--- config.mk ---
export PLATFORM = sky130hd
export DESIGN_NAME = mem_access_unit
export DESIGN_NICKNAME = d
export VERILOG_FILES = /design/src/rtl/mem_access_unit.sv
export SDC_FILE = /design/constraint.sdc
export NUM_CORES = 1
export LEC_CHECK = 0
export CAP_MARGIN = 20
export CORE_AREA = 2 2 161 163
export CTS_BUF_LIST = sky130_fd_sc_hd__clkbuf_4
export CTS_CLUSTER_DIAMETER = 100
export DETAILED_ROUTE_END_ITERATION = 6
export DIE_AREA = 0 0 163 165
export GPL_ROUTABILITY_DRIVEN = 1
export HOLD_SLACK_MARGIN = 0.08
export PLACE_DENSITY = 0.8
export SYNTH_ARGS = -nofsm -noshare
export SYNTH_HDL_FRONTEND = slang
export SYNTH_SLANG_ARGS = --single-unit
--- constraint.sdc ---
create_clock -name clk -period 9 [get_ports clk]
set_input_delay 2.25 -clock clk [delete_from_list [all_inputs] [get_ports clk]]
set_output_delay 2.25 -clock clk [all_outputs]
set_load 0.1 [all_outputs]
--- src/rtl/mem_access_unit.sv ---
// mem_access_unit: multi-cycle LEGv8 data-memory stage.
// Resolves the branch select, checks and lane-maps sized loads/stores, drives
// a req/ack handshake to a WORD-wide bus, and stalls the pipe while busy.
module mem_access_unit #(
    parameter int WORD    = 64,
    parameter int TIMEOUT = 0
) (
    input  logic              clk,
    input  logic              rst_n,
    input  logic              mem_read,
    input  logic              mem_write,
    input  logic [1:0]        size,
    input  logic              signed_load,
    input  logic [WORD-1:0]   address,
    input  logic [WORD-1:0]   write_data,
    input  logic              branch,
    input  logic              branch_if_zero,
    input  logic              branch_if_not_zero,
    input  logic              zero,
    output logic              pc_src,
    output logic              stall,
    output logic              done,
    output logic              fault,
    output logic [WORD-1:0]   read_data,
    output logic              bus_req,
    output logic              bus_we,
    output logic [WORD-1:0]   bus_addr,
    output logic [WORD-1:0]   bus_wdata,
    output logic [WORD/8-1:0] bus_be,
    input  logic              bus_ack,
    input  logic [WORD-1:0]   bus_rdata
);
    localparam int NB  = WORD / 8;
    localparam int LOG = $clog2(NB);
    localparam int TW  = (TIMEOUT > 0) ? $clog2(TIMEOUT + 1) : 1;

    typedef enum logic [1:0] {S_IDLE, S_REQ, S_DONE, S_FAULT} state_t;

    state_t          state_q, state_d;
    logic [WORD-1:0] read_data_q, read_data_d;
    logic            bus_req_q, bus_req_d;
    logic            bus_we_q, bus_we_d;
    logic [WORD-1:0] bus_addr_q, bus_addr_d;
    logic [WORD-1:0] bus_wdata_q, bus_wdata_d;
    logic [NB-1:0]   bus_be_q, bus_be_d;
    logic            done_q, done_d;
    logic            fault_q, fault_d;
    logic [TW-1:0]   cnt_q, cnt_d;
    logic [LOG-1:0]  off_q, off_d;
    logic [1:0]      size_q, size_d;
    logic            sgn_q, sgn_d;

    // Request-side decode: legality checks and store lane placement.
    logic [LOG-1:0]  req_off;
    logic [WORD-1:0] req_mask, req_wlane;
    logic [NB-1:0]   req_be;
    logic            req_aligned, req_oversize, req_any;

    // Load-side decode: pick the addressed field out of the bus word and extend.
    logic [WORD-1:0] ld_shift, ld_mask, ld_ext;
    logic            ld_msb;

    // Branch select is pure decode, independent of the access FSM.
    assign pc_src = branch | (branch_if_zero & zero) | (branch_if_not_zero & ~zero);

    // Stall while a request is being accepted or the bus is outstanding.
    assign stall = ((state_q == S_IDLE) & (mem_read | mem_write)) | (state_q == S_REQ);

    assign read_data = read_data_q;
    assign bus_req   = bus_req_q;
    assign bus_we    = bus_we_q;
    assign bus_addr  = bus_addr_q;
    assign bus_wdata = bus_wdata_q;
    assign bus_be    = bus_be_q;
    assign done      = done_q;
    assign fault     = fault_q;

    // Decode the incoming request: offset, size mask, byte enables, checks.
    always_comb begin
        req_any  = mem_read | mem_write;
        req_off  = address[LOG-1:0];
        req_mask = '0;
        for (int i = 0; i < WORD; i++) req_mask[i] = (i < (8 << size));
        req_be = '0;
        for (int i = 0; i < NB; i++)
            req_be[i] = (i >= int'(req_off)) && (i < int'(req_off) + (1 << size));
        req_wlane    = (write_data & req_mask) << {req_off, 3'b000};
        req_oversize = int'(size) > LOG;
        case (size)
            2'd0:    req_aligned = 1'b1;
            2'd1:    req_aligned = ~address[0];
            2'd2:    req_aligned = (address[1:0] == 2'b00);
            default: req_aligned = (address[2:0] == 3'b000);
        endcase
    end

    // Extract the latched-size field from the returned bus word and extend it.
    always_comb begin
        ld_shift = bus_rdata >> {off_q, 3'b000};
        ld_mask  = '0;
        for (int i = 0; i < WORD; i++) ld_mask[i] = (i < (8 << size_q));
        case (size_q)
            2'd0:    ld_msb = ld_shift[7];
            2'd1:    ld_msb = ld_shift[15];
            2'd2:    ld_msb = ld_shift[31];
            default: ld_msb = ld_shift[WORD-1];
        endcase
        ld_ext = (ld_shift & ld_mask) | ((sgn_q && ld_msb) ? ~ld_mask : '0);
    end

    // Next-state and next-output logic for the access FSM.
    always_comb begin
        state_d     = state_q;
        read_data_d = read_data_q;
        bus_req_d   = bus_req_q;
        bus_we_d    = bus_we_q;
        bus_addr_d  = bus_addr_q;
        bus_wdata_d = bus_wdata_q;
        bus_be_d    = bus_be_q;
        cnt_d       = cnt_q;
        off_d       = off_q;
        size_d      = size_q;
        sgn_d       = sgn_q;
        done_d      = 1'b0;
        fault_d     = 1'b0;
        case (state_q)
            S_IDLE: begin
                if (req_any) begin
                    if (req_oversize || !req_aligned) begin
                        state_d = S_FAULT;
                        fault_d = 1'b1;
                    end else begin
                        // Both strobes high resolves to a write.
                        state_d     = S_REQ;
                        bus_req_d   = 1'b1;
                        bus_we_d    = mem_write;
                        bus_addr_d  = {address[WORD-1:LOG], {LOG{1'b0}}};
                        bus_wdata_d = mem_write ? req_wlane : '0;
                        bus_be_d    = mem_write ? req_be : '0;
                        off_d       = req_off;
                        size_d      = size;
                        sgn_d       = signed_load;
                        cnt_d       = '0;
                    end
                end
            end
            S_REQ: begin
                if (bus_ack) begin
                    // Ack beats a timeout that expires in the same cycle.
                    state_d     = S_DONE;
                    done_d      = 1'b1;
                    bus_req_d   = 1'b0;
                    bus_we_d    = 1'b0;
                    bus_addr_d  = '0;
                    bus_wdata_d = '0;
                    bus_be_d    = '0;
                    if (!bus_we_q) read_data_d = ld_ext;
                end else if ((TIMEOUT != 0) && (int'(cnt_q) + 1 == TIMEOUT)) begin
                    state_d     = S_FAULT;
                    fault_d     = 1'b1;
                    bus_req_d   = 1'b0;
                    bus_we_d    = 1'b0;
                    bus_addr_d  = '0;
                    bus_wdata_d = '0;
                    bus_be_d    = '0;
                end else if (TIMEOUT != 0) begin
                    cnt_d = cnt_q + TW'(1);
                end
            end
            // Requests seen while retiring belong to the current instruction.
            S_DONE:  state_d = S_IDLE;
            S_FAULT: state_d = S_IDLE;
            default: state_d = S_IDLE;
        endcase
    end

    // Register FSM state, bus outputs, pulses and latched access attributes.
    always_ff @(posedge clk) begin
        if (!rst_n) begin
            state_q     <= S_IDLE;
            read_data_q <= '0;
            bus_req_q   <= 1'b0;
            bus_we_q    <= 1'b0;
            bus_addr_q  <= '0;
            bus_wdata_q <= '0;
            bus_be_q    <= '0;
            done_q      <= 1'b0;
            fault_q     <= 1'b0;
            cnt_q       <= '0;
            off_q       <= '0;
            size_q      <= '0;
            sgn_q       <= 1'b0;
        end else begin
            state_q     <= state_d;
            read_data_q <= read_data_d;
            bus_req_q   <= bus_req_d;
            bus_we_q    <= bus_we_d;
            bus_addr_q  <= bus_addr_d;
            bus_wdata_q <= bus_wdata_d;
            bus_be_q    <= bus_be_d;
            done_q      <= done_d;
            fault_q     <= fault_d;
            cnt_q       <= cnt_d;
            off_q       <= off_d;
            size_q      <= size_d;
            sgn_q       <= sgn_d;
        end
    end
endmodule
---- Word level (Yosys, flattened, before mapping) ----
Cells that the tools add are included.
storage, ports and cells
  flip-flop bits (word level) ............. 212
  bits in latches ......................... 0
  bits in writable memories ............... 0
  ROM bits ................................ 0
  output and inout bits ................... 206
  logic and storage cells ................. 235
  memories kept ........................... 0
operators by class
  $add $sub $neg .......................... 1
  multiply operators ...................... 0
  div/mod/pow operators ................... 0
  magnitude comparators ................... 143
  eq/ne operators ......................... 10
  shift operators ......................... 5
  muxes and demuxes ....................... 29
  bitwise gates (word level) .............. 14
  reductions and logical operators ........ 21
operators by type and width
  kind                                                                   number
  7-bit by 32-bit < comparator with 1-bit output (first input constant)  64
  6-bit by 32-bit < comparator with 1-bit output (first input constant)  32
  5-bit by 32-bit < comparator with 1-bit output (first input constant)  16
  64-bit two-way mux                                                     7
  4-bit by 32-bit < comparator with 1-bit output (first input constant)  12
  64-bit case mux with 2 select lines                                    2
  3-bit by 32-bit < comparator with 1-bit output (first input constant)  6
  64-bit bitwise AND                                                     2
  1-bit by 32-bit < comparator with 1-bit output (first input constant)  3
  2-bit by 32-bit < comparator with 1-bit output (first input constant)  3
  64-bit inverter                                                        1
  64-bit OR                                                              1
  4-bit by 2-bit left shift with 32-bit output (first input constant)    2
  64-bit by 6-bit left shift with 64-bit output                          1
  64-bit by 6-bit right shift with 64-bit output                         1
  4-bit by 32-bit adder with 32-bit output                               1
  8-bit two-way mux                                                      4
  1-bit by 2-bit left shift with 32-bit output (first input constant)    1
  8-bit case mux with 2 select lines                                     1
  3-bit greater-or-equal comparator (first input constant)               3
  3-bit AND reduction                                                    3
  2-bit == test (second input constant)                                  4
  1-bit logical AND                                                      8
  2-bit logical NOT                                                      4
  17 further kinds                                                       41

---- Depth between registers and ports, before layout ----
Gate-level depths: netlist of run 1.
  depth in word-level cells ............... 8
  mapped depth ............................ 11
  depth with buffers taken out ............ 9

---- Least setup slack after synthesis of run 1 ----
OpenSTA, ideal clock, no wires.
  path kind ............................... input to output
  start point ............................. in mem_write
  end point ............................... out stall
  arrival ................................. 3.554 ns
  path slack .............................. 3.196 ns
  stages on the path ...................... 2
  buffers on the path ..................... 0
  cells stage by stage .................... nor3_1 > nor2_1
on the way
  cells in the longest elaborated chain, start to end .. 3
ends and longest elaborated chain
  element             line  text
  start: declaration  11    input logic mem_write,
  1-bit OR            67    assign stall = ((state_q == S_IDLE) & (mem_read | mem_write)) | (state_q == S_REQ);
  1-bit bitwise AND   67
  1-bit OR            67
  end: declaration    21    output logic stall,
Every way passes these cells.

---- Final worst setup path of run 1 ----
Ends and elaborated chain as after synthesis.

==> results.env, run 1 <==
ENDPOINT_KIND='output pin'
MAXSLEWHEADROOM_PCT=21.66
DIE_WIDTH_UM=163
RUN_STATUS='finished clean'
FINAL.SETUP.WORST_SLACK_PS=2463
CTS.REPAIR.RESIZED=0
STARTING_DENSITY_PCT=44.27
DRT_FIRST_ITER_VIOLATIONS=1357
DRTPASS1ITERATIONS=6
CTS_ROOT_BUF='sky130_fd_sc_hd__clkbuf_4'
ASYNC_S_R_FF_SHARE_SYNTH_PCT=0
SHARE_SEQ_OF_TOTAL_POWER_PCT=37.7
CLOCK_TREE_FROM_TRITONCTS='built'
CTS_MAX_PATH_BUFFERS=3
DRTANTENNAVIOLNETS=0
POSTCTSHOLDBUFS=0
FLOORPLAN.DIE_AREA_UM2=26900
IO-PIN-COUNT=410
SYNTH_AREA_UM2=11080
NETS=1891
HOLD_VIOL_FINAL=0
GRT_USAGE_PCT=31.57
IR_WORST_VDD_mV=0.1235
LEAKAGE_nW=5.618
DIEHEIGHT_UM=165
DRT-VIAS-PER-INSTANCE=5.926
RR_WORST_DEPTH=6
TIMING_WORST_SETUP_PATH_TYPE='in2out'
NET_SWITCHING_POWER_OF_THE_DESIGN_mW=1.017
MULTI_INPUT_COMB_AREA_UM2=6257
SHARE_OF_THE_CLOCK_PERIOD_USED_BY_THE_WORST_PATH_AFTER_LAYOUT_PCT=72.64
CTS_BUFFERS=56
SYNTH_CELLS=1337
HP-CLASS='reg2reg'
CORE_UM2=25040
FINALCLOCKSKEW_PS=36.31
POWER_FRAC_COMB_PCT=31.9
HTREE_NUM_LEVELS=2
YOSYS.CELL_TYPES.COUNT=66
AVGSYNTHCELLAREA_UM2=8.290
LAYOUT_MIN_CYCLE_TIME_PS=6537
POWER.SHARE.SWITCHING_PCT=38.40
ROUTED_VIA_COUNT=12210
DETAILED_PLACE_HPWL_UM=31680
DRV_CAP=0
LAYOUT.FILLER_CELLS=2180
GRT_SETUP_UNREPAIRED='no'
WORSTMARGINPINSLEW_PS=1171
GRT_PASS1_WL_UM=66210
CLOCK.FMAX_GHz=0.1530
YS_DOMINANT_REG_CELL='sky130_fd_sc_hd__dfxtp_1'
POWER.CLOCK.FRACTION_PCT=30.5
SETUP_VIOL_COUNT_FINAL=0
SYNTH_AREA_LEADER_CELL='sky130_fd_sc_hd__dfxtp_1'
SYNTH_EDF_COUNT=0
FINAL_MAX_SLEW_VIOL_COUNT=0
SYN2LAYOUT_AREA_GROWTH_PCT=42.27
CP_MAX_FO=8
YOSYS_REGISTER_BITS=209
INTERNAL_POWER_mW=1.632
NETLIST_TOP_CELLS_AREA='sky130_fd_sc_hd__dfxtp_1 38%, sky130_fd_sc_hd__nor2_1 6.6%, sky130_fd_sc_hd__a22oi_1 6.0%, sky130_fd_sc_hd__mux2i_1 5.4%, sky130_fd_sc_hd__o21ai_0 3.7%'
CLOCK_SINK_COUNT=209
GLOBALROUTE.TOTALOVERFLOW=0
VIAS_IN_THE_FIRST_GLOBAL_ROUTE=11680
SEQUENTIAL_CELL_AREA_UM2=4187
CRITPATHREQUIREDTIME_PS=6750
WORSTHOLDPATHCELLS=2
ROW_COUNT=58
OVERALL_POWER_CONSUMPTION_mW=2.649
SEQ_AREA_FRAC_SYNTH_PCT=37.75
START_KIND='primary input'
PIN_COUNT_OF_THE_BIGGEST_NET_ENTERING_GLOBAL_ROUTING=91
ENDPOINT_ARRIVAL_TIME_ON_THE_CRITICAL_PATH_PS=4290
REMAINING_DRC_ERRORS=0
SYNTH.TOP_CELL.AREA_SHARE_PCT=37.75
WIRE_PER_INST_UM=21.59
GP_CONGESTION=0.9630
ROUTED_WL_UM=44480
POWER.DENSITY_nW_PER_UM2=168.0
CTS_SETUP_BUFFERS=0
ANTENNA_FOUND_INITIAL=6
CLKLATENCYLATEPIN_PS=700
PRE_CTS_WS_PS=2506
GRT_USE_MET2_PCT=51.79
GRTUSAGEMET1_PCT=37.21
SETUP_TNS_PS=0
YOSYSWARNINGS=0
GROUTE.LAYER.MET3.USAGE_PCT=9.292
PATH_CLK_SLEW_PS=80
GLOBALROUTE.BUSIESTLAYER='met2'
PLACEMENT.IO_BUFFERS=406
DRIVE_ABOVE_1_SHARE_PCT=10.56
metal layers:
metal	vias to the layer above	routed length, µm
li1	5604	-
met5	-	0
met1	5696	16680
met4	0	2308
met3	135	5047
met2	772	20440
per-stage QoR:
| step | instance area [µm²] | instances | util (%) | hold WS, ps |
|---|---|---|---|---|
| 2_1_floorplan | 11090 | 1339 | - | 445.0 |
| 3_3_place_gp | 15090 | 1956 | 60.26 | 439.4 |
| 3_5_place_dp | 15090 | 1956 | 60.26 | 450.8 |
| 4_1_cts | 15760 | 2054 | 62.93 | 461.6 |
| 5_1_grt | 15770 | 2059 | 62.98 | 474.5 |
| 6_report | 15770 | 2060 | 62.99 | 457.4 |
power groups by stage:
stage / Clock (mW) / Combinational, mW / Sequential (mW)
floorplan: 0 / 0.305 / 1.28
global placement: 0 / 0.829 / 1.02
detailed placement: 0 / 0.834 / 1.02
CTS: 0.826 / 0.837 / 0.997
global route: 0.872 / 0.884 / 1.00
finish: 0.807 / 0.844 / 0.998
cell usage in the layout (no fill, tap or decap), types with 26 or more instances in the layout:
master	netlist	layout
sky130_fd_sc_hd__nand2_1	103	103
sky130_fd_sc_hd__o21ai_0	83	83
sky130_fd_sc_hd__mux2_2	35	35
sky130_fd_sc_hd__mux2i_1	60	60
sky130_fd_sc_hd__o22ai_1	26	26
sky130_fd_sc_hd__a21oi_1	77	76
sky130_fd_sc_hd__clkdlybuf4s50_1	0	404
sky130_fd_sc_hd__o2bb2ai_1	32	32
sky130_fd_sc_hd__nand3_1	46	46
sky130_fd_sc_hd__a22oi_1	88	88
sky130_fd_sc_hd__dfxtp_1	209	207
sky130_fd_sc_hd__nor2_1	194	194
sky130_fd_sc_hd__clkbuf_4	0	79
cells by family (layout without fill, tap and decap cells):
| group | Yosys count | after routing | synth area share [%] |
|---|---|---|---|
| AO/OA/AOI/OAI | 434 | 434 | 26.72 |
| XOR/XNOR | 2 | 2 | 0.1581 |
| adder cells (fa/ha/maj) | 3 | 3 | 0.3387 |
| buffers and inverters | 149 | 534 | 6.197 |
| flip-flops | 209 | 209 | 37.75 |
| multiplexers | 103 | 103 | 10.60 |
| other | 1 | 9 | 0.03383 |
| AND/OR/NAND/NOR | 436 | 436 | 18.21 |
area by class of cell:
type | count | share of cell area, %
Timing Repair Buffer | 422 | 26.48
Clock buffer | 79 | 3.761
Multi-Input combinational cell | 981 | 39.68
Tap cell | 330 | 2.618
Antenna cell | 6 | 0.09521
Clock inverter | 19 | 0.4681
Inverter | 14 | 0.3491
Sequential cell | 209 | 26.55
critical path: stages:
cell and delay [ps]:
sky130_fd_sc_hd__clkdlybuf4s50_1 640, sky130_fd_sc_hd__nor3_1 140, sky130_fd_sc_hd__nor2_1 120, sky130_fd_sc_hd__clkdlybuf4s50_1 1140
final timing paths:
kind | to | start | slack [ps]
setup reg to reg | read_data[49]$_SDFFE_PN0P_ | state_q[0]$_SDFFE_PN0P_ | 5990
setup / recovery | stall | mem_write | 2460
hold reg to reg | off_q[0]$_SDFFE_PN0P_ | off_q[0]$_SDFFE_PN0P_ | 460
hold / removal | off_q[0]$_SDFFE_PN0P_ | off_q[0]$_SDFFE_PN0P_ | 460
Yosys cell counts (10+ instances only):
cell type                   number
sky130_fd_sc_hd__inv_1          11
sky130_fd_sc_hd__a21oi_1        77
sky130_fd_sc_hd__o2bb2ai_1      32
sky130_fd_sc_hd__a32oi_1        12
sky130_fd_sc_hd__dfxtp_1       209
sky130_fd_sc_hd__clkbuf_1       70
sky130_fd_sc_hd__nor3_1         17
sky130_fd_sc_hd__mux2_2         35
sky130_fd_sc_hd__a21o_1         13
sky130_fd_sc_hd__o21ai_1        10
sky130_fd_sc_hd__mux2i_1        60
sky130_fd_sc_hd__o211ai_1       19
sky130_fd_sc_hd__buf_1          11
sky130_fd_sc_hd__nand3b_1       14
sky130_fd_sc_hd__nor2b_1        21
sky130_fd_sc_hd__a211oi_1       13
sky130_fd_sc_hd__a22oi_1        88
sky130_fd_sc_hd__o21ai_0        83
sky130_fd_sc_hd__nand2_1       103
sky130_fd_sc_hd__o22ai_1        26
sky130_fd_sc_hd__buf_2          39
sky130_fd_sc_hd__nand3_1        46
sky130_fd_sc_hd__nor2_1        194
sequential cells by signal (all words and copies together) (netlist names), 2 cells and up:
name / count
bus_be: 8
bus_addr: 61
state_q: 2
read_data: 64
off_q: 3
size_q: 2
bus_wdata: 64
Note: power is estimated with default switching activity, not from simulation.
==> inputs of run 2 (changes only) <==
- CORE_AREA: 2 2 161 163 -> default
- CORE_ASPECT_RATIO: default -> 1.4
- CORE_MARGIN: default -> 2
- CORE_UTILIZATION: default -> 42
- DIE_AREA: 0 0 163 165 -> default
- PLACE_DENSITY: 0.8 -> 0.79
- clock period: 9 -> 5.45 ns (I/O delays scaled with it)
==> run 2 against run 1 <==
  * Worst setup slack worse by 1000 ps
  * Sequential power is 65% higher
  * Via count is 0.24% higher
  * Clock skew is 5.7 ps higher
  * Worst hold slack better by 4.1 ps
  * Clock power is 62% higher
  * Register-to-register slack worse by 3800 ps
  * Cell area hardly changed
  * Die area is 3.1% higher
  * Cell count is 0.68% lower
  * Largest power group unchanged
  * Global-route usage is 1.0 points lower
==> results.env, run 2 (synthesis results as in run 1) <==
RUN_STATUS='finished clean'
SHARE_SEQ_OF_TOTAL_POWER_PCT=37.8
ENDPOINT_KIND='output pin'
FINALCLOCKSKEW_PS=42.01
MOSTFREQUENTLAYOUTCELL='sky130_fd_sc_hd__clkdlybuf4s50_1'
CORE_UM2=26010
GLOBALROUTE.TOTALOVERFLOW=0
STARTING_DENSITY_PCT=42.61
CLOCK_TREE_FROM_TRITONCTS='built'
SETUP_VIOL_COUNT_FINAL=0
CTS_BUFFERS=54
CP_MAX_FO=8
PLACEMENT.IO_BUFFERS=406
VIAS_IN_THE_FIRST_GLOBAL_ROUTE=11600
GRT_SETUP_UNREPAIRED='no'
ANTENNA_FOUND_INITIAL=2
WIRE_PER_INST_UM=21.87
CLOCK.FMAX_GHz=0.2503
ROUTED_VIA_COUNT=12240
DIE_WIDTH_UM=141.3
CTS_ROOT_BUF='sky130_fd_sc_hd__clkbuf_4'
DRT-VIAS-PER-INSTANCE=5.980
DRTPASS1ITERATIONS=5
LAYOUT.FILLER_CELLS=2323
POWER.DENSITY_nW_PER_UM2=276.8
POWER.CLOCK.FRACTION_PCT=30.0
CTS_SETUP_BUFFERS=0
CLOCK_SINK_COUNT=209
START_KIND='primary input'
GP_CONGESTION=0.9407
ROW_COUNT=70
DRIVE_ABOVE_1_SHARE_PCT=10.64
HOLD_VIOL_FINAL=0
LAYOUT.CELLS.MOST_COMMON_LIST='402 x sky130_fd_sc_hd__clkdlybuf4s50_1, 207 x sky130_fd_sc_hd__dfxtp_1, 194 x sky130_fd_sc_hd__nor2_1, 103 x sky130_fd_sc_hd__nand2_1, 88 x sky130_fd_sc_hd__a22oi_1'
ROUTED_WL_UM=44750
DETAILED_PLACE_HPWL_UM=32040
IO-PIN-COUNT=410
LEAKAGE_nW=5.622
IR_WORST_VDD_mV=0.2251
PIN_COUNT_OF_THE_BIGGEST_NET_ENTERING_GLOBAL_ROUTING=101
MAXSLEWHEADROOM_PCT=25.83
GRT_USAGE_PCT=30.56
NETS=1891
CTS.REPAIR.RESIZED=0
DRT_FIRST_ITER_VIOLATIONS=1011
SHARE_OF_THE_CLOCK_PERIOD_USED_BY_THE_WORST_PATH_AFTER_LAYOUT_PCT=73.31
FINAL_MAX_SLEW_VIOL_COUNT=0
HP-CLASS='reg2reg'
REMAINING_DRC_ERRORS=0
ENDPOINT_ARRIVAL_TIME_ON_THE_CRITICAL_PATH_PS=2630
POSTCTSHOLDBUFS=0
DIEHEIGHT_UM=196.2
SETUP_TNS_PS=0
CTS_MAX_PATH_BUFFERS=3
FLOORPLAN.DIE_AREA_UM2=27730
CRITPATHREQUIREDTIME_PS=4090
POWER_FRAC_COMB_PCT=32.2
POWER.SHARE.SWITCHING_PCT=38.70
DRTANTENNAVIOLNETS=0
INTERNAL_POWER_mW=2.677
WORSTMARGINPINSLEW_PS=1109
PATH_CLK_SLEW_PS=60
NET_SWITCHING_POWER_OF_THE_DESIGN_mW=1.690
LAYOUT_MIN_CYCLE_TIME_PS=3995
HTREE_NUM_LEVELS=2
SYN2LAYOUT_AREA_GROWTH_PCT=42.34
GRT_PASS1_WL_UM=66250
DRV_CAP=0
CLKLATENCYLATEPIN_PS=700
HOLDWS_PS=461.5
TIMING_WORST_SETUP_PATH_TYPE='in2out'
run 2: cell count changes in the layout (fill, tap and decap cells not counted), sizes merged:
cell	delta
buf	+4
clkbuf	-3
clkdlybuf4s50	-2
clkinv	-3
clkinvlp	+1
diode	-4
inv	-1
run 2: per-layer routing:
metal  vias up  wire, µm  GRT usage [%]
met5         -         0              0
met4         0      3470          22.15
met3       177      4422          8.274
met2       740     21310          50.14
met1      5723     15540          33.90
li1       5596         -              -
run 2: worst max-delay path, stage by stage:
cell and delay [ps]:
sky130_fd_sc_hd__clkdlybuf4s50_1 550, sky130_fd_sc_hd__nor3_1 350, sky130_fd_sc_hd__nor2_1 110, sky130_fd_sc_hd__buf_4 250
run 2: path summary, 6_finish.rpt:
kind | startpoint | endpoint | slack, ps | depth (start not counted)
min reg2reg | bus_be[7]$_SDFFE_PN0P_ | bus_be[7]$_SDFFE_PN0P_ | 460 | 2
max reg2reg | off_q[0]$_SDFFE_PN0P_ | read_data[48]$_SDFFE_PN0P_ | 2180 | 6
min | bus_be[7]$_SDFFE_PN0P_ | bus_be[7]$_SDFFE_PN0P_ | 460 | 2
max | mem_write | stall | 1450 | 4
run 2: metrics by stage:
| stage | setup WS [ps] | utilization, % | instance area (µm²) | power [mW] | std cells |
|---|---|---|---|---|---|
| after floorplan | 1421 | - | 11090 | 2.624 | 1339 |
| final | 1455 | 60.65 | 15780 | 4.367 | 2046 |
| after CTS | 1426 | 60.53 | 15750 | 4.380 | 2043 |
| after global routing | 1292 | 60.65 | 15780 | 4.539 | 2046 |
| after global placement | 1327 | 58.06 | 15100 | 3.054 | 1951 |
| after detailed placement | 1237 | 58.06 | 15100 | 3.069 | 1951 |
run 2: layout make-up:
type | count | area [µm²] | area share [%]
multi-input cells | 981 | 6265 | 39.71
repair buffers | 424 | 4219 | 26.74
flip-flops and latches | 209 | 4187 | 26.53
clock buffers | 76 | 570.5 | 3.616
well taps | 324 | 405.4 | 2.569
clock inverters | 16 | 71.32 | 0.4520
inverters | 14 | 55.05 | 0.3489
diodes | 2 | 5.005 | 0.03172
run 2: power groups by stage:
stage | clock network (mW) | registers (mW) | logic (mW)
2_1_floorplan | 0 | 2.12 | 0.503
3_3_place_gp | 0 | 1.68 | 1.37
3_5_place_dp | 0 | 1.68 | 1.39
4_1_cts | 1.34 | 1.65 | 1.39
5_1_grt | 1.41 | 1.66 | 1.47
6_report | 1.31 | 1.65 | 1.41
==> inputs of run 3 (changes only) <==
- CORE_ASPECT_RATIO: 1.4 -> default
- CORE_UTILIZATION: 42 -> 46
- PLACE_DENSITY: 0.79 -> 0.83
- clock period: 5.45 -> 3.9 ns (I/O delays scaled with it)
==> run 3 against run 2 <==
  * Worst hold slack worse by 4.8 ps
  * Power rose by 42%
  * Routed wire length increased by 2.9%
  * Clock skew down 5.9 ps
  * Sequential share of layout area down 0.14 points
  * Cell area grew 0.55%
  * Largest power group unchanged
  * Critical endpoint is now bus_wdata[6]
  * Utilization rose by 6.7 points
  * Sequential power rose by 40%
  * Clock power rose by 44%
  * Global-route usage increased by 4.2 points
  * Largest cell class unchanged
==> results.env, run 3 (synthesis results as in run 1) <==
MAXSLEWHEADROOM_PCT=26.30
WORSTHOLDPATHCELLS=2
MOSTFREQUENTLAYOUTCELL='sky130_fd_sc_hd__clkdlybuf4s50_1'
SHARE_OF_THE_CLOCK_PERIOD_USED_BY_THE_WORST_PATH_AFTER_LAYOUT_PCT=84.73
CRITPATHREQUIREDTIME_PS=2920
CTS_ROOT_BUF='sky130_fd_sc_hd__clkbuf_4'
CLOCK.FMAX_GHz=0.3026
GRT_SETUP_UNREPAIRED='no'
IR_WORST_VDD_mV=0.2545
IO-PIN-COUNT=410
ROW_COUNT=56
LAYOUT_MIN_CYCLE_TIME_PS=3305
HTREE_NUM_LEVELS=2
LAYOUTNONFILLERINSTCOUNT=2053
ENDPOINT_KIND='output pin'
NETS=1904
WORST_PATH_MAX_DELAY_CELL='sky130_fd_sc_hd__clkdlybuf4s50_1'
GP_CONGESTION=0.9623
SYN2LAYOUT_AREA_GROWTH_PCT=43.12
DRT-VIAS-PER-INSTANCE=6.026
VIAS_IN_THE_FIRST_GLOBAL_ROUTE=11930
PATH_DEPTH=1
DETAILED_PLACE_HPWL_UM=33540
ENDPOINT_ARRIVAL_TIME_ON_THE_CRITICAL_PATH_PS=2330
RUN_STATUS='finished clean'
DRIVE_ABOVE_1_SHARE_PCT=12.31
TIMING_WORST_SETUP_PATH_TYPE='reg2out'
TIMING.CRITICAL_PATH.SLOWEST_CELL_DELAY_PS=1190
REMAINING_DRC_ERRORS=0
POSTCTSHOLDBUFS=0
CLOCK_SINK_COUNT=209
WORSTMARGINPINSLEW_PS=1102
CTS_MAX_PATH_BUFFERS=3
LAYOUT.CELLS.MOST_COMMON_LIST='385 x sky130_fd_sc_hd__clkdlybuf4s50_1, 207 x sky130_fd_sc_hd__dfxtp_1, 194 x sky130_fd_sc_hd__nor2_1, 103 x sky130_fd_sc_hd__nand2_1, 88 x sky130_fd_sc_hd__a22oi_1'
CORE_UM2=23540
HOLD_VIOL_FINAL=0
LEAKAGE_nW=5.730
SETUP_TNS_PS=0
START_KIND='flip-flop'
ANTENNA_FOUND_INITIAL=3
GRT_PASS1_WL_UM=70040
HP-CLASS='reg2reg'
CTS.REPAIR.RESIZED=0
POWER.DENSITY_nW_PER_UM2=389.8
WORST-PATH-BUF-INV=1
PLACED_CELLS_INCL_TAPS=1960
GRT_USAGE_PCT=34.76
CTS_SETUP_BUFFERS=0
CRIT_FAMILY='buffers and inverters'
HOLDWS_PS=456.7
CTS_BUFFERS=54
WIRE_PER_INST_UM=22.44
CRIT_PATH_CELL_CHAIN='clkdlybuf4s50_1'
STARTING_DENSITY_PCT=47.08
RR_WORST_DEPTH=7
FINAL_UTIL_PCT=67.38
FLOORPLAN.DIE_AREA_UM2=25350
ROUTED_WL_UM=46060
PIN_COUNT_OF_THE_BIGGEST_NET_ENTERING_GLOBAL_ROUTING=101
DRTANTENNAVIOLNETS=0
SETUP_VIOL_COUNT_FINAL=0
DRV_CAP=0
CLKLATENCYLATEPIN_PS=690
GLOBALROUTE.TOTALOVERFLOW=0
ROUTED_VIA_COUNT=12370
CP_MAX_FO=3
DRTPASS1ITERATIONS=7
DIE_WIDTH_UM=159.2
PLACEMENT.IO_BUFFERS=406
FINALCLOCKSKEW_PS=36.12
CLOCK_TREE_FROM_TRITONCTS='built'
DRT_FIRST_ITER_VIOLATIONS=1457
DIEHEIGHT_UM=159.2
FINAL_MAX_SLEW_VIOL_COUNT=0
PATH_CLK_SLEW_PS=70
==> run 3: worst min-delay path, delay by kind of cell, from the launching register on <==
kind	cells	cell delay, ps
flops	1	310
compound gates	1	50
simple gates	1	50
==> run 3: cell type report <==
| cell class | instances | area, µm² |
|---|---|---|
| diodes | 3 | 7.507 |
| clock buffers | 77 | 578.1 |
| clock inverters | 13 | 78.83 |
| fillers | 2006 | 7679 |
| inverters | 14 | 55.05 |
| multi-input cells | 981 | 6257 |
| flip-flops and latches | 209 | 4187 |
| well taps | 319 | 399.1 |
| repair buffers | 437 | 4302 |
==> run 3: final timing paths <==
kind / start / end / slack [ps]
worst max-delay path: bus_wdata[6]$_SDFFE_PN0P_ / bus_wdata[6] / 600
worst min-delay path: bus_wdata[21]$_SDFFE_PN0P_ / bus_wdata[21]$_SDFFE_PN0P_ / 460
worst max register to register: off_q[1]$_SDFFE_PN0P_ / read_data[48]$_SDFFE_PN0P_ / 1220
worst min register to register: bus_wdata[21]$_SDFFE_PN0P_ / bus_wdata[21]$_SDFFE_PN0P_ / 460
==> run 3: power breakdown <==
| part | switching [mW] | internal [mW] | total (mW) | leakage, nW |
|---|---|---|---|---|
| clock | 0.927 | 0.964 | 1.89 | 0.388 |
| combinational | 1.36 | 0.626 | 1.99 | 3.65 |
| sequential | 0.0766 | 2.23 | 2.31 | 1.70 |
==> run 3: stage by stage <==
stage | power (mW) | area [µm²] | setup slack (ps)
after floorplan | 3.668 | 11090 | 645.9
after global placement | 4.292 | 15200 | 573.7
after detailed placement | 4.308 | 15200 | 575.1
after CTS | 6.189 | 15860 | 539.8
after global routing | 6.414 | 15860 | 536.5
final | 6.184 | 15860 | 595.4
==> run 3: layer usage <==
layer,global-route usage [%],up-vias,wire (µm)
li1,-,5621,-
met1,40.99,5789,17360
met2,57.63,797,21220
met3,10.37,164,5007
met4,17.48,0,2471
met5,0,-,0
